**src/rtl/pov_update_sched_pkg.sv**
```systemverilog
// Shared types and constants for the POV update scheduler and its button channels.
// Latency: n/a (declarations only).
// Backpressure: n/a.
// Contents: scheduler/axis state encodings, counter width, default timing constants.
package pov_update_sched_pkg;

    localparam int CNT_W = 8;

    localparam int DEF_LOAD_DELAY      = 2;
    localparam int DEF_DEBOUNCE_FRAMES = 2;
    localparam int DEF_REPEAT_DELAY    = 16;
    localparam int DEF_REPEAT_PERIOD   = 4;

    typedef enum logic [1:0] {
        ST_IDLE   = 2'd0,
        ST_SETTLE = 2'd1,
        ST_LOAD   = 2'd2
    } sched_state_t;

    typedef enum logic [1:0] {
        AX_REL  = 2'd0,
        AX_DEB  = 2'd1,
        AX_HOLD = 2'd2
    } axis_state_t;

    // Narrow an integer parameter to the shared counter width.
    function automatic logic [CNT_W-1:0] to_cnt(input int v);
        return CNT_W'(v);
    endfunction

endpackage

```
**src/rtl/pov_update_sched_if.sv**
```systemverilog
// Bundle of frame-tick/button inputs and load-window outputs of the POV update scheduler.
// Latency: n/a (wires only).
// Backpressure: none; all signals are free-running levels or one-cycle pulses.
// master: drives tick/freeze/buttons, observes load window; slave: the scheduler.
interface pov_update_sched_if;
    import pov_update_sched_pkg::*;

    logic             i_frame_tick;
    logic             i_freeze;
    logic             i_btn_px;
    logic             i_btn_py;
    logic             o_load_if_ready;
    logic             o_inc_px;
    logic             o_inc_py;
    logic             o_overrun;
    logic [CNT_W-1:0] o_frame_num;

    modport master (
        output i_frame_tick, i_freeze, i_btn_px, i_btn_py,
        input  o_load_if_ready, o_inc_px, o_inc_py, o_overrun, o_frame_num
    );

    modport slave (
        input  i_frame_tick, i_freeze, i_btn_px, i_btn_py,
        output o_load_if_ready, o_inc_px, o_inc_py, o_overrun, o_frame_num
    );

endinterface

```
**src/rtl/pov_btn_repeat.sv**
```systemverilog
// One demo-button channel: 2-FF sync, frame-counted debounce and auto-repeat.
// Latency: pend rises on the clk edge of the accepted tick that completes a press/repeat.
// Backpressure: none; pend holds until pend_clr, repeat events while pending merge.
// Ports: clk, reset (sync, high), tick_en (accepted frame), btn_raw (async), pend_clr, pend.
module pov_btn_repeat
    import pov_update_sched_pkg::*;
#(
    parameter int DEBOUNCE_FRAMES = DEF_DEBOUNCE_FRAMES,
    parameter int REPEAT_DELAY    = DEF_REPEAT_DELAY,
    parameter int REPEAT_PERIOD   = DEF_REPEAT_PERIOD
) (
    input  logic clk,
    input  logic reset,
    input  logic tick_en,
    input  logic btn_raw,
    input  logic pend_clr,
    output logic pend
);

    localparam logic [CNT_W-1:0] DEB_LAST = to_cnt(DEBOUNCE_FRAMES - 1);
    localparam logic [CNT_W-1:0] RD_INIT  = to_cnt(REPEAT_DELAY - 1);
    localparam logic [CNT_W-1:0] RP_INIT  = to_cnt(REPEAT_PERIOD - 1);

    logic             r_sync1;
    logic             r_btn_s;
    axis_state_t      r_state;
    logic [CNT_W-1:0] r_cnt;
    logic             r_pend;

    always_ff @(posedge clk) begin
        if (reset) begin
            r_sync1 <= 1'b0;
            r_btn_s <= 1'b0;
            r_state <= AX_REL;
            r_cnt   <= '0;
            r_pend  <= 1'b0;
        end else begin
            r_sync1 <= btn_raw;
            r_btn_s <= r_sync1;

            // Clear first so a same-edge set (never expected) still wins.
            if (pend_clr) r_pend <= 1'b0;

            if (tick_en) begin
                case (r_state)
                    AX_REL: begin
                        if (r_btn_s) begin
                            if (DEBOUNCE_FRAMES == 1) begin
                                r_pend  <= 1'b1;
                                r_state <= AX_HOLD;
                                r_cnt   <= RD_INIT;
                            end else begin
                                r_state <= AX_DEB;
                                r_cnt   <= to_cnt(1);
                            end
                        end
                    end
                    AX_DEB: begin
                        if (!r_btn_s) begin
                            r_state <= AX_REL;
                        end else if (r_cnt == DEB_LAST) begin
                            // This frame is the DEBOUNCE_FRAMES-th consecutive high read.
                            r_pend  <= 1'b1;
                            r_state <= AX_HOLD;
                            r_cnt   <= RD_INIT;
                        end else begin
                            r_cnt <= r_cnt + to_cnt(1);
                        end
                    end
                    AX_HOLD: begin
                        if (!r_btn_s) begin
                            r_state <= AX_REL;
                        end else if (r_cnt == '0) begin
                            r_pend <= 1'b1;
                            r_cnt  <= RP_INIT;
                        end else begin
                            r_cnt <= r_cnt - to_cnt(1);
                        end
                    end
                    default: r_state <= AX_REL;
                endcase
            end
        end
    end

    assign pend = r_pend;

endmodule

```
**src/rtl/pov_update_sched.sv**
```systemverilog
// Frame-synchronous POV update scheduler: one load window per accepted frame tick.
// Latency: tick sampled at edge T -> o_load_if_ready high in cycle T+2+LOAD_DELAY.
// Backpressure: none; ticks arriving while a window is in flight are dropped and flag o_overrun.
// Ports: clk, reset (sync, high), bus (slave: tick/freeze/buttons in, load/inc/overrun/frame_num out).
module pov_update_sched
    import pov_update_sched_pkg::*;
#(
    parameter int LOAD_DELAY      = DEF_LOAD_DELAY,
    parameter int DEBOUNCE_FRAMES = DEF_DEBOUNCE_FRAMES,
    parameter int REPEAT_DELAY    = DEF_REPEAT_DELAY,
    parameter int REPEAT_PERIOD   = DEF_REPEAT_PERIOD
) (
    input  logic               clk,
    input  logic               reset,
    pov_update_sched_if.slave  bus
);

    localparam logic [CNT_W-1:0] DLY_INIT = to_cnt(LOAD_DELAY);

    sched_state_t     r_state;
    logic [CNT_W-1:0] r_dly;
    logic             r_load;
    logic             r_inc_px;
    logic             r_inc_py;
    logic             r_overrun;
    logic [CNT_W-1:0] r_frame_num;

    logic w_tick_live;
    logic w_accept;
    logic w_pend_clr;
    logic w_pend_x;
    logic w_pend_y;

    // Freeze masks the tick entirely; busy states turn a live tick into an overrun.
    assign w_tick_live = bus.i_frame_tick && !bus.i_freeze;
    assign w_accept    = w_tick_live && (r_state == ST_IDLE);
    assign w_pend_clr  = (r_state == ST_LOAD);

    pov_btn_repeat #(
        .DEBOUNCE_FRAMES (DEBOUNCE_FRAMES),
        .REPEAT_DELAY    (REPEAT_DELAY),
        .REPEAT_PERIOD   (REPEAT_PERIOD)
    ) u_btn_x (
        .clk      (clk),
        .reset    (reset),
        .tick_en  (w_accept),
        .btn_raw  (bus.i_btn_px),
        .pend_clr (w_pend_clr),
        .pend     (w_pend_x)
    );

    pov_btn_repeat #(
        .DEBOUNCE_FRAMES (DEBOUNCE_FRAMES),
        .REPEAT_DELAY    (REPEAT_DELAY),
        .REPEAT_PERIOD   (REPEAT_PERIOD)
    ) u_btn_y (
        .clk      (clk),
        .reset    (reset),
        .tick_en  (w_accept),
        .btn_raw  (bus.i_btn_py),
        .pend_clr (w_pend_clr),
        .pend     (w_pend_y)
    );

    always_ff @(posedge clk) begin
        if (reset) begin
            r_state     <= ST_IDLE;
            r_dly       <= '0;
            r_load      <= 1'b0;
            r_inc_px    <= 1'b0;
            r_inc_py    <= 1'b0;
            r_overrun   <= 1'b0;
            r_frame_num <= '0;
        end else begin
            r_load   <= 1'b0;
            r_inc_px <= 1'b0;
            r_inc_py <= 1'b0;

            if (w_tick_live && (r_state != ST_IDLE)) r_overrun <= 1'b1;

            case (r_state)
                ST_IDLE: begin
                    if (w_accept) begin
                        r_state     <= ST_SETTLE;
                        r_dly       <= DLY_INIT;
                        r_frame_num <= r_frame_num + to_cnt(1);
                    end
                end
                ST_SETTLE: begin
                    if (r_dly == '0) r_state <= ST_LOAD;
                    else             r_dly   <= r_dly - to_cnt(1);
                end
                ST_LOAD: begin
                    // Strobe and inc levels are registered together so they share one cycle.
                    r_load   <= 1'b1;
                    r_inc_px <= w_pend_x;
                    r_inc_py <= w_pend_y;
                    r_state  <= ST_IDLE;
                end
                default: r_state <= ST_IDLE;
            endcase
        end
    end

    assign bus.o_load_if_ready = r_load;
    assign bus.o_inc_px        = r_inc_px;
    assign bus.o_inc_py        = r_inc_py;
    assign bus.o_overrun       = r_overrun;
    assign bus.o_frame_num     = r_frame_num;

endmodule
```
**src/flat_wrapper.sv**
```systemverilog
// flat-port wrapper written by rule: the top's interface ports become plain ports
module pov_update_sched_flat import pov_update_sched_pkg::*;
#(
    parameter int LOAD_DELAY      = DEF_LOAD_DELAY,
    parameter int DEBOUNCE_FRAMES = DEF_DEBOUNCE_FRAMES,
    parameter int REPEAT_DELAY    = DEF_REPEAT_DELAY,
    parameter int REPEAT_PERIOD   = DEF_REPEAT_PERIOD
)
  (clk, reset, bus_i_frame_tick, bus_i_freeze, bus_i_btn_px, bus_i_btn_py, bus_o_load_if_ready, bus_o_inc_px, bus_o_inc_py, bus_o_overrun, bus_o_frame_num);
  pov_update_sched_if bus_i ();
  input  logic clk;
  input  logic reset;
  input wire logic [$bits(bus_i.i_frame_tick)-1:0] bus_i_frame_tick;
  input wire logic [$bits(bus_i.i_freeze)-1:0] bus_i_freeze;
  input wire logic [$bits(bus_i.i_btn_px)-1:0] bus_i_btn_px;
  input wire logic [$bits(bus_i.i_btn_py)-1:0] bus_i_btn_py;
  output wire logic [$bits(bus_i.o_load_if_ready)-1:0] bus_o_load_if_ready;
  output wire logic [$bits(bus_i.o_inc_px)-1:0] bus_o_inc_px;
  output wire logic [$bits(bus_i.o_inc_py)-1:0] bus_o_inc_py;
  output wire logic [$bits(bus_i.o_overrun)-1:0] bus_o_overrun;
  output wire logic [$bits(bus_i.o_frame_num)-1:0] bus_o_frame_num;
  assign bus_i.i_frame_tick = bus_i_frame_tick;
  assign bus_i.i_freeze = bus_i_freeze;
  assign bus_i.i_btn_px = bus_i_btn_px;
  assign bus_i.i_btn_py = bus_i_btn_py;
  assign bus_o_load_if_ready = bus_i.o_load_if_ready;
  assign bus_o_inc_px = bus_i.o_inc_px;
  assign bus_o_inc_py = bus_i.o_inc_py;
  assign bus_o_overrun = bus_i.o_overrun;
  assign bus_o_frame_num = bus_i.o_frame_num;
  pov_update_sched #(.LOAD_DELAY(LOAD_DELAY), .DEBOUNCE_FRAMES(DEBOUNCE_FRAMES), .REPEAT_DELAY(REPEAT_DELAY), .REPEAT_PERIOD(REPEAT_PERIOD)) u_core (.clk(clk), .reset(reset), .bus(bus_i));
endmodule
```
**config.mk**
```make
export PLATFORM = sky130hd
export DESIGN_NAME = pov_update_sched_flat
export DESIGN_NICKNAME = d
export VERILOG_FILES = /design/src/rtl/pov_update_sched_pkg.sv /design/src/rtl/pov_update_sched_if.sv /design/src/rtl/pov_btn_repeat.sv /design/src/rtl/pov_update_sched.sv /design/src/flat_wrapper.sv
export SDC_FILE = /design/constraint.sdc
export NUM_CORES = 1
export LEC_CHECK = 0
export CAP_MARGIN = 10
export CORE_ASPECT_RATIO = 1.1
export CORE_UTILIZATION = 30
export DETAILED_ROUTE_END_ITERATION = 6
export HOLD_SLACK_MARGIN = 0.06
export PLACE_DENSITY = 0.43
export SKIP_CTS_REPAIR_TIMING = 1
export SLEW_MARGIN = 20
export SYNTH_ARGS = -nofsm -noshare
export SYNTH_HDL_FRONTEND = slang
export SYNTH_SLANG_ARGS = --single-unit
```
**constraint.sdc**
```tcl
create_clock -name clk -period 3.02 [get_ports clk]
set_clock_uncertainty 0.15 [all_clocks]
set_input_delay 0.453 -clock clk [delete_from_list [all_inputs] [get_ports clk]]
set_output_delay 0.453 -clock clk [all_outputs]
set_load 0.005 [all_outputs]
```
## Word level (Yosys, flattened, before mapping)

Index checks and enable logic that the tools add are counted.

- Register bits after elaboration: 48
- Input port bits: 6
- Output and inout port bits: 12

- Add/sub/neg operators: 6
- Eq/ne operators: 21
- Multiplexer cells: 43
- Bitwise logic cells: 1
- Reduce and logical (&&, ||, !) cells: 22

Operator list:

| kind | count |
|---|---|
| two-way mux 8 bit | 12 |
| one-hot mux 8 bit (3 select lines) | 2 |
| adder 8 x 1 -> 8 bit (second input constant) | 3 |
| logical NOT 8 bit | 3 |
| subtractor 8 x 1 -> 8 bit (second input constant) | 3 |
| two-way mux 2 bit | 10 |
| != test 2 bit (second input constant) | 10 |
| == test 8 x 1 -> 1 bit (second input constant) | 2 |
| one-hot mux 8 bit (2 select lines) | 1 |
| two-way mux 1 bit | 13 |
| one-hot mux 2 bit (3 select lines) | 2 |
| AND reduction 5 bit | 2 |
| AND reduction 4 bit | 2 |
| == test 2 x 1 -> 1 bit (second input constant) | 3 |
| == test 2 bit (second input constant) | 3 |
| logical NOT 2 bit | 3 |
| != test 3 bit (second input constant) | 2 |
| nonzero test 3 bit | 2 |
| one-hot mux 1 bit (2 select lines) | 2 |
| one-hot mux 2 bit (2 select lines) | 1 |
| AND reduction 2 bit | 2 |
| nonzero test 2 bit | 2 |
| logical AND 1 bit | 3 |
| AND reduction 3 bit | 1 |
| 4 further kinds | 4 |

## Logic depth before layout (Yosys ltp)

Gate-level depths: netlist (run 1).

- Depth after elaboration: 6
- Mapped depth: 8
- Depth with buffers taken out: 7

## Hierarchy

A second synthesis (run 1) with hierarchy kept.

- Cell total of the unflattened synthesis: 368
- Area, all modules: 3114.2 um^2

By module, submodules not included:

| module | times used | cells an instance | area each (um^2) |
|---|---|---|---|
| pov_btn_repeat (u_core.u_btn_x) | 1 | 132 | 1074.8 |
| pov_btn_repeat (u_core.u_btn_y) | 1 | 126 | 1038.5 |
| pov_update_sched | 1 | 110 | 1001.0 |

## Worst setup path before layout (run 1)

Ideal clock, no wire load.

- Kind: input -> register
- From: input port bus_i_freeze
- To: register u_core.u_btn_x.r_cnt[7]
- Library setup time: 132 ps
- Data arrival time: 1830 ps
- Path slack: 909 ps
- Cell stages on the path: 6
- Cell sequence: or4b_1 -> clkbuf_1 -> or2_1 -> buf_2 -> a222oi_1 -> nor3_1

- Cells in the longest elaborated chain, start to end: 4

RTL lines:

| element | RTL line | RTL |
|---|---|---|
| from (decl) | flat_wrapper.sv:14 | `input wire logic [$bits(bus_i.i_freeze)-1:0] bus_i_freeze;` |
| logical NOT 1 bit | pov_update_sched.sv:35 | `assign w_tick_live = bus.i_frame_tick && !bus.i_freeze;` |
| logical AND 1 bit | pov_update_sched.sv:35 |  |
| logical AND 1 bit | pov_update_sched.sv:36 | `assign w_accept = w_tick_live && (r_state == ST_IDLE);` |
| AND reduction 5 bit (no source line) | - |  |
| to (signal assigned) | pov_btn_repeat.sv:54 | `r_cnt <= to_cnt(1);` |
| to (signal assigned) | pov_btn_repeat.sv:67 | `r_cnt <= r_cnt + to_cnt(1);` |
| to (signal assigned) | pov_btn_repeat.sv:77 | `r_cnt <= r_cnt - to_cnt(1);` |
| to (decl) | pov_btn_repeat.sv:27 | `logic [CNT_W-1:0] r_cnt;` |

Every way passes these cells.
A chain may end at the register's enable or synchronous reset.

## Worst setup path after layout (run 1)

- From: register u_core.u_btn_y.r_cnt[1]
- To: register u_core.u_btn_y.r_state[1]

- Cells in the longest elaborated chain, start to end: 3

RTL lines:

| element | RTL line | RTL |
|---|---|---|
| from (decl) | pov_btn_repeat.sv:27 |  |
| from (signal assigned) | pov_btn_repeat.sv:54 |  |
| from (signal assigned) | pov_btn_repeat.sv:67 |  |
| from (signal assigned) | pov_btn_repeat.sv:77 |  |
| == test 8 x 1 -> 1 bit | pov_btn_repeat.sv:61 | `end else if (r_cnt == DEB_LAST) begin` |
| != test 3 bit (no source line) | - |  |
| AND reduction 4 bit (no source line) | - |  |
| to (signal assigned) | pov_btn_repeat.sv:60 | `r_state <= AX_REL;` |
| to (signal assigned) | pov_btn_repeat.sv:64 | `r_state <= AX_HOLD;` |
| to (signal assigned) | pov_btn_repeat.sv:72 | `r_state <= AX_REL;` |
| to (decl) | pov_btn_repeat.sv:26 | `axis_state_t r_state;` |

Every way passes these cells.

==> results of run 1 <==
-- synthesized netlist by cell type (3+ instances only) --
master,n
sky130_fd_sc_hd__ha_1,19
sky130_fd_sc_hd__nand3_1,20
sky130_fd_sc_hd__buf_2,4
sky130_fd_sc_hd__and2_1,3
sky130_fd_sc_hd__dfxtp_1,48
sky130_fd_sc_hd__nor3b_1,3
sky130_fd_sc_hd__clkbuf_1,13
sky130_fd_sc_hd__or4_1,3
sky130_fd_sc_hd__nor3_1,15
sky130_fd_sc_hd__a21oi_1,18
sky130_fd_sc_hd__xnor2_1,12
sky130_fd_sc_hd__nand2_1,22
sky130_fd_sc_hd__a32o_1,3
sky130_fd_sc_hd__o211ai_1,5
sky130_fd_sc_hd__nor2b_1,4
sky130_fd_sc_hd__o21ai_0,7
sky130_fd_sc_hd__a31o_2,3
sky130_fd_sc_hd__a22oi_1,5
sky130_fd_sc_hd__xor2_1,10
sky130_fd_sc_hd__nand2b_1,3
sky130_fd_sc_hd__nor4_1,6
sky130_fd_sc_hd__a31oi_1,3
sky130_fd_sc_hd__o21ai_1,5
sky130_fd_sc_hd__nor2_1,38
sky130_fd_sc_hd__o22ai_1,9
sky130_fd_sc_hd__nand4_1,6
sky130_fd_sc_hd__inv_1,23
-- final cells by class --
class	count	area, µm²	area share [%]
Multi-Input combinational cell	264	1780	53.9
Timing Repair Buffer	23	215	6.51
Clock buffer	5	68.8	2.08
Clock inverter	3	47.5	1.44
Sequential cell	48	961	29.1
Inverter	23	86.3	2.61
Tap cell	117	146	4.43
-- power by group --
group	internal, mW	switching (mW)	leakage [nW]
Sequential	0.663	0.0280	0.389
Combinational	0.0988	0.121	0.714
Clock	0.250	0.235	0.0583
-- placed cells by master, fill, tap and decap left out, types with 9 or more instances in the layout --
master and instances:
sky130_fd_sc_hd__clkdlybuf4s50_1 17, sky130_fd_sc_hd__nand2_1 22, sky130_fd_sc_hd__o22ai_1 9, sky130_fd_sc_hd__xor2_1 10, sky130_fd_sc_hd__xnor2_1 12, sky130_fd_sc_hd__inv_1 23, sky130_fd_sc_hd__a21oi_1 18, sky130_fd_sc_hd__ha_1 19
sky130_fd_sc_hd__nand3_1 20, sky130_fd_sc_hd__dfxtp_1 48, sky130_fd_sc_hd__nor3_1 15, sky130_fd_sc_hd__nor2_1 38
-- state kept, by name, summed over array words and instances (netlist names) --
signal	flops
u_core.bus.o_inc_px	1
u_core.bus.o_load_if_ready	1
u_core.u_btn_y.r_sync1	1
u_core.u_btn_x.pend	1
u_core.bus.o_inc_py	1
u_core.u_btn_y.r_cnt	8
u_core.u_btn_y.r_btn_s	1
u_core.u_btn_x.r_state	2
u_core.u_btn_x.r_sync1	1
u_core.r_dly	8
u_core.r_state	2
u_core.u_btn_y.r_state	2
u_core.bus.o_overrun	1
u_core.u_btn_x.r_cnt	8
u_core.u_btn_x.r_btn_s	1
u_core.u_btn_y.pend	1
u_core.bus.o_frame_num	8
-- layer usage --
layer	wire (µm)	up-vias	global-route usage (%)	share of wire, %
met2	3310	36	24.1	49
li1	-	1295	-	-
met1	3250	1184	18.0	48
met5	0	-	0	0
met4	46	0	4.26	0.67
met3	209	2	2.24	3.1
-- cells by family (layout without fill, tap and decap cells) --
logic type | after synthesis | count (layout)
AND/OR/NAND/NOR | 139 | 139
adder cells (fa/ha/maj) | 19 | 19
AO/OA/AOI/OAI | 80 | 80
XOR/XNOR | 22 | 22
buffers and inverters | 45 | 54
multiplexers | 4 | 4
flip-flops | 48 | 48
-- how the worst min path moves through the flow --
stage | cells past startpoint | start | endpoint
global placement | 1 | u_core.u_btn_x.r_sync1$_SDFF_PP0_ | u_core.u_btn_x.r_btn_s$_SDFF_PP0_
CTS | 1 | u_core.u_btn_x.r_sync1$_SDFF_PP0_ | u_core.u_btn_x.r_btn_s$_SDFF_PP0_
global route | 1 | u_core.u_btn_x.r_sync1$_SDFF_PP0_ | u_core.u_btn_x.r_btn_s$_SDFF_PP0_
detailed placement | 1 | u_core.u_btn_x.r_sync1$_SDFF_PP0_ | u_core.u_btn_x.r_btn_s$_SDFF_PP0_
floorplan | 1 | u_core.u_btn_x.r_sync1$_SDFF_PP0_ | u_core.u_btn_x.r_btn_s$_SDFF_PP0_
finish | 1 | u_core.u_btn_x.r_sync1$_SDFF_PP0_ | u_core.u_btn_x.r_btn_s$_SDFF_PP0_
-- metrics by stage --
step                util (%)  instances  worst slack (ns)  hold slack (ns)
floorplan                  -        357             0.909            0.264
global placement        33.8        475             0.500            0.284
detailed placement      33.8        475             0.490            0.283
CTS                     35.0        483             0.726            0.311
global route            35.0        483             0.606            0.319
finish                  35.0        483             0.729            0.304
==> results.sh, run 1 <==
export IMPL_powerDensity_mw_per_mm2=422
export IMPL_synth_edf_count=0
export IMPL_timing_final_crit_period_ns=2.29
export IMPL_xor_xnor_fraction_of_synth_area_pct=6.58
export IMPL_detailedRoute_firstIterationViolations=128
export IMPL_fp_row_count=37
export IMPL_ys_async_sr_fraction_pct=0
export IMPL_finalNetCount=390
export IMPL_post_synth_fa_ha_maj_area_fraction_pct=8.11
export IMPL_max_vdd_ir_drop_mv=0.238
export IMPL_yosysWarnings=0
export IMPL_max_freq_mhz=436
export IMPL_drt_vias_per_instance=5.21
export IMPL_final_max_slew_viol_count=0
export IMPL_cp_startpoint="u_core.u_btn_y.r_cnt[1]$_SDFFE_PP0P_"
export IMPL_synth_mux_area_fraction_pct=1.49
export IMPL_worstMarginPinSlew_ns=0.592
export IMPL_post_dr_wirelength_cell_um=14.1
export IMPL_timing_critical_path_max_delay_family="simple AND/OR/NAND/NOR gates"
export IMPL_r2r_setup_slack_ns=0.73
export IMPL_global_route_wire_length_before_repair_um=11400
export IMPL_routabilityCongestion=0.800
export IMPL_peak_per_stage_delay_on_the_critical_path_ns=0.51
export IMPL_timing_max_cap_violations=0
export IMPL_cp_buffers_inverters=1
export IMPL_die_area_mm2=0.0102
export IMPL_timing_setup_tns_ns=0
export IMPL_setup_violations_final=0
export IMPL_postRouteAntennaNets=0
export IMPL_data_arrival_critical_path_ns=2.34
export IMPL_core_mm2=0.00944
export IMPL_synth_compound_area_share_pct=19.6
export IMPL_route_final_wire_length_um=6820
export IMPL_netlist_area_mm2=0.00293
export IMPL_grtUsageTotal_pct=14.1
export IMPL_h_tree_depth=2
export IMPL_worst_skew_late_latency_ns=0.30
export IMPL_fillers=1036
export IMPL_timing_critical_path_depth=7
export IMPL_synth_top_family_by_area="simple AND/OR/NAND/NOR gates"
export IMPL_period_share_pct=75.9
export IMPL_die_height_um=106
export IMPL_design_area_mm2=0.00331
export IMPL_synth_top_area_share_pct=32.8
export IMPL_dieWidth_um=96.2
export IMPL_io_pins=18
export IMPL_critPathMaxFanout=10
export IMPL_timing_critical_path_from_type="flip-flop"
export IMPL_slew_headroom_pct=60.4
export IMPL_tritoncts_num_buffers=5
export IMPL_remaining_global_route_overflow=0
export IMPL_post_synth_and_or_nand_nor_area_fraction_pct=24.8
export IMPL_dp_final_hpwl_um=5030
export IMPL_initial_utilization_pct=31.0
export IMPL_worst_setup_path_type="flip-flop to flip-flop"
export IMPL_timing_final_hold_violations=0
export IMPL_clock_tree_buffer_depth=2
export IMPL_synth_cells=357
export IMPL_num_antenna_cells=0
export IMPL_cp_capture_type="flip-flop"
export IMPL_power_static_leakage_nw=1.16
export IMPL_grt_setup_unrepaired="false"
export IMPL_ff_to_ff_start="u_core.u_btn_y.r_cnt[1]$_SDFFE_PP0P_"
export IMPL_firstDrtPassIters=4
export IMPL_critical_path_endpoint="u_core.u_btn_y.r_state[1]$_SDFFE_PP0P_"
export IMPL_tritoncts_clock_tree="done"
export IMPL_finalPower_mw=1.40
export IMPL_cts_root_buf="sky130_fd_sc_hd__clkbuf_8"
export IMPL_placement_cell_area_mm2=0.00319
export IMPL_post_route_drc_count=0
export IMPL_worst_path_max_delay_cell="sky130_fd_sc_hd__or3b_2"
export IMPL_path_cells="inv_1, ha_1, or3b_2, o21ai_2, and2b_1, nand3_1, a221oi_1"
export IMPL_clock_sinks=48
export IMPL_synth_sequential_area_ratio_pct=32.8
export IMPL_yosysTopAreaCell="sky130_fd_sc_hd__dfxtp_1"
export IMPL_first_global_vias=2378
export IMPL_worst_r2r_endpoint="u_core.u_btn_y.r_state[1]$_SDFFE_PP0P_"
export IMPL_pin_count_of_the_biggest_net_entering_global_routing=25
export IMPL_ys_ff_latch=48
export IMPL_layout_area_overhead_vs_synth_pct=12.9
export IMPL_io_buffers=17
export IMPL_yosys_top_cells_area="sky130_fd_sc_hd__dfxtp_1 33%, sky130_fd_sc_hd__ha_1 8.1%, sky130_fd_sc_hd__nor2_1 4.9%"
export IMPL_post_route_cells_drive_above_1_share_pct=7.92
export IMPL_ff2ff_path_depth=7
export IMPL_clkTransAtPathRegs_ns=0.09
export IMPL_route_vias_total=2517
export IMPL_synthesized_netlist_net_count=382
export IMPL_synthFlopType="sky130_fd_sc_hd__dfxtp_1"
export IMPL_run_status="finished, final reports clean"
export IMPL_antenna_found_initial=0
export IMPL_mapped_avg_cell_area_um2=8.21
export IMPL_yosys_cell_types_count=63
export IMPL_timing_critical_path_required_ns=3.07
export IMPL_hold_path_class="flip-flop to flip-flop"
(Power assumes the default switching activity.)
==> run 2: changes to the inputs <==
==> constraint.sdc (replaced) <==
create_clock -name clk -period 2.3 [get_ports clk]
set_clock_uncertainty 0.15 [all_clocks]
set_input_delay 0.345 -clock clk [delete_from_list [all_inputs] [get_ports clk]]
set_output_delay 0.345 -clock clk [all_outputs]
set_load 0.005 [all_outputs]
==> results.sh, run 2 (synthesis gave the netlist of run 1 again) <==
export IMPL_timing_setup_tns_ns=0
export IMPL_r2r_setup_slack_ns=0.15
export IMPL_layout_setup_ws_ns=0.148
export IMPL_dp_final_hpwl_um=5410
export IMPL_final_seq_area_um2=961
export IMPL_clock_tree_buffer_depth=2
export IMPL_core_mm2=0.00944
export IMPL_fillers=985
export IMPL_cts_root_buf="sky130_fd_sc_hd__clkbuf_8"
export IMPL_worstMarginPinSlew_ns=0.511
export IMPL_tritoncts_clock_tree="done"
export IMPL_hold_path_class="flip-flop to flip-flop"
export IMPL_die_area_mm2=0.0102
export IMPL_num_antenna_cells=0
export IMPL_clkTransAtPathRegs_ns=0.10
export IMPL_remaining_global_route_overflow=0
export IMPL_layout_cells_most_common="sky130_fd_sc_hd__dfxtp_1"
export IMPL_route_final_wire_length_um=7210
export IMPL_peak_per_stage_delay_on_the_critical_path_ns=0.54
export IMPL_powerDensity_mw_per_mm2=531
export IMPL_data_arrival_critical_path_ns=2.22
export IMPL_finalPower_mw=1.86
export IMPL_slew_headroom_pct=65.6
export IMPL_run_status="finished, final reports clean"
export IMPL_timing_max_cap_violations=0
export IMPL_global_route_wire_length_before_repair_um=12100
export IMPL_firstDrtPassIters=4
export IMPL_clock_sinks=48
export IMPL_cp_startpoint="u_core.u_btn_y.r_cnt[1]$_SDFFE_PP0P_"
export IMPL_grt_setup_unrepaired="false"
export IMPL_worst_r2r_endpoint="u_core.u_btn_y.r_state[0]$_SDFFE_PP0P_"
export IMPL_grtUsageTotal_pct=15.1
export IMPL_timing_critical_path_required_ns=2.37
export IMPL_initial_utilization_pct=31.0
export IMPL_cp_buffers_inverters=1
export IMPL_multiInputGateArea_mm2=0.00179
export IMPL_ff2ff_path_depth=7
export IMPL_worst_setup_path_type="flip-flop to flip-flop"
export IMPL_power_static_leakage_nw=1.29
export IMPL_timing_hold_worst_start="u_core.u_btn_x.r_sync1$_SDFF_PP0_"
export IMPL_dieWidth_um=96.2
export IMPL_detailedRoute_firstIterationViolations=130
export IMPL_die_height_um=106
export IMPL_timing_critical_path_max_delay_family="simple AND/OR/NAND/NOR gates"
export IMPL_layout_area_overhead_vs_synth_pct=19.7
export IMPL_max_freq_mhz=465
export IMPL_mostFrequentLayoutCells="48 x sky130_fd_sc_hd__dfxtp_1, 38 x sky130_fd_sc_hd__nor2_1, 29 x sky130_fd_sc_hd__buf_4"
export IMPL_preCtsSetupSlack_ns=-0.0294
export IMPL_post_route_cells_drive_above_1_share_pct=13.6
export IMPL_io_pins=18
export IMPL_timing_final_hold_violations=0
export IMPL_setup_violations_final=0
export IMPL_post_route_drc_count=0
export IMPL_route_vias_total=2621
export IMPL_fp_row_count=37
export IMPL_routabilityCongestion=0.778
export IMPL_worstHoldPathCells=1
export IMPL_period_share_pct=93.6
export IMPL_cp_capture_type="flip-flop"
export IMPL_finalNetCount=414
export IMPL_worst_skew_late_latency_ns=0.30
export IMPL_h_tree_depth=2
export IMPL_io_buffers=17
export IMPL_first_global_vias=2542
export IMPL_antenna_found_initial=0
export IMPL_timing_critical_path_from_type="flip-flop"
export IMPL_pin_count_of_the_biggest_net_entering_global_routing=26
export IMPL_ff_to_ff_start="u_core.u_btn_y.r_cnt[1]$_SDFFE_PP0P_"
export IMPL_hold_path_end="u_core.u_btn_x.r_btn_s$_SDFF_PP0_"
export IMPL_worst_path_max_delay_cell="sky130_fd_sc_hd__or3b_2"
export IMPL_path_cells="inv_1, ha_1, or3b_2, o21ai_4, and2b_1, nand4_1, a221oi_1"
export IMPL_tritoncts_num_buffers=5
export IMPL_timing_final_crit_period_ns=2.15
export IMPL_critPathMaxFanout=4
export IMPL_postRouteAntennaNets=0
export IMPL_max_vdd_ir_drop_mv=0.270
export IMPL_post_dr_wirelength_cell_um=14.2
export IMPL_final_max_slew_viol_count=0
export IMPL_drt_vias_per_instance=5.17
==> run 2: worst max-delay path by stage <==
stage	end	depth (start not counted)
floorplan	u_core.u_btn_x.r_cnt[7]$_SDFFE_PP0P_	6
global placement	u_core.bus.o_frame_num[7]$_SDFFE_PP0P_	7
detailed placement	u_core.bus.o_frame_num[5]$_SDFFE_PP0P_	7
CTS	u_core.u_btn_y.r_state[1]$_SDFFE_PP0P_	7
global route	u_core.u_btn_y.r_state[1]$_SDFFE_PP0P_	7
finish	u_core.u_btn_y.r_state[0]$_SDFFE_PP0P_	7
==> run 2: routing by layer <==
| layer | up-vias | share of wire [%] | global-route usage [%] |
|---|---|---|---|
| li1 | 1341 | - | - |
| met1 | 1230 | 49 | 20.4 |
| met2 | 40 | 47 | 24.4 |
| met3 | 10 | 2.6 | 2.24 |
| met4 | 0 | 1.6 | 4.48 |
| met5 | - | 0 | 0 |
==> run 2: where the power goes <==
part	internal [mW]	switching (mW)	leakage (nW)
sequential	0.870	0.0380	0.389
clock	0.328	0.305	0.0583
combinational	0.156	0.165	0.841
==> run 2: layout make-up <==
class | count | share of cell area (%)
clock buffer | 5 | 1.96
multi-input combinational | 264 | 51.0
clock inverter | 3 | 1.36
sequential | 48 | 27.4
timing repair buffer | 47 | 11.6
tap | 117 | 4.17
inverter | 23 | 2.46
==> run 2: through the flow <==
stage	hold WS, ns	cells	utilization, %	area [µm²]
2_1_floorplan	0.264	357	-	2930
3_3_place_gp	0.279	499	35.8	3380
3_5_place_dp	0.297	499	35.8	3380
4_1_cts	0.318	507	37.1	3500
5_1_grt	0.341	507	37.1	3510
6_report	0.311	507	37.1	3510
==> run 2: worst reg2reg max path, cell delays in order (launching register included) <==
cell and delay, ns:
sky130_fd_sc_hd__dfxtp_1 0.32, sky130_fd_sc_hd__inv_1 0.10, sky130_fd_sc_hd__ha_1 0.20, sky130_fd_sc_hd__or3b_2 0.54
sky130_fd_sc_hd__o21ai_4 0.21, sky130_fd_sc_hd__and2b_1 0.20, sky130_fd_sc_hd__nand4_1 0.11, sky130_fd_sc_hd__a221oi_1 0.24
==> run 3: changes to the inputs <==
--- a/config.mk
+++ b/config.mk
@@ -12,6 +12,7 @@
 export HOLD_SLACK_MARGIN = 0.06
 export PLACE_DENSITY = 0.43
 export SKIP_CTS_REPAIR_TIMING = 1
+export SKIP_LAST_GASP = 1
 export SLEW_MARGIN = 20
 export SYNTH_ARGS = -nofsm -noshare
 export SYNTH_HDL_FRONTEND = slang
==> results of run 3 <==
Same layout as run 2: the final DEF is identical, and so are final timing and power.
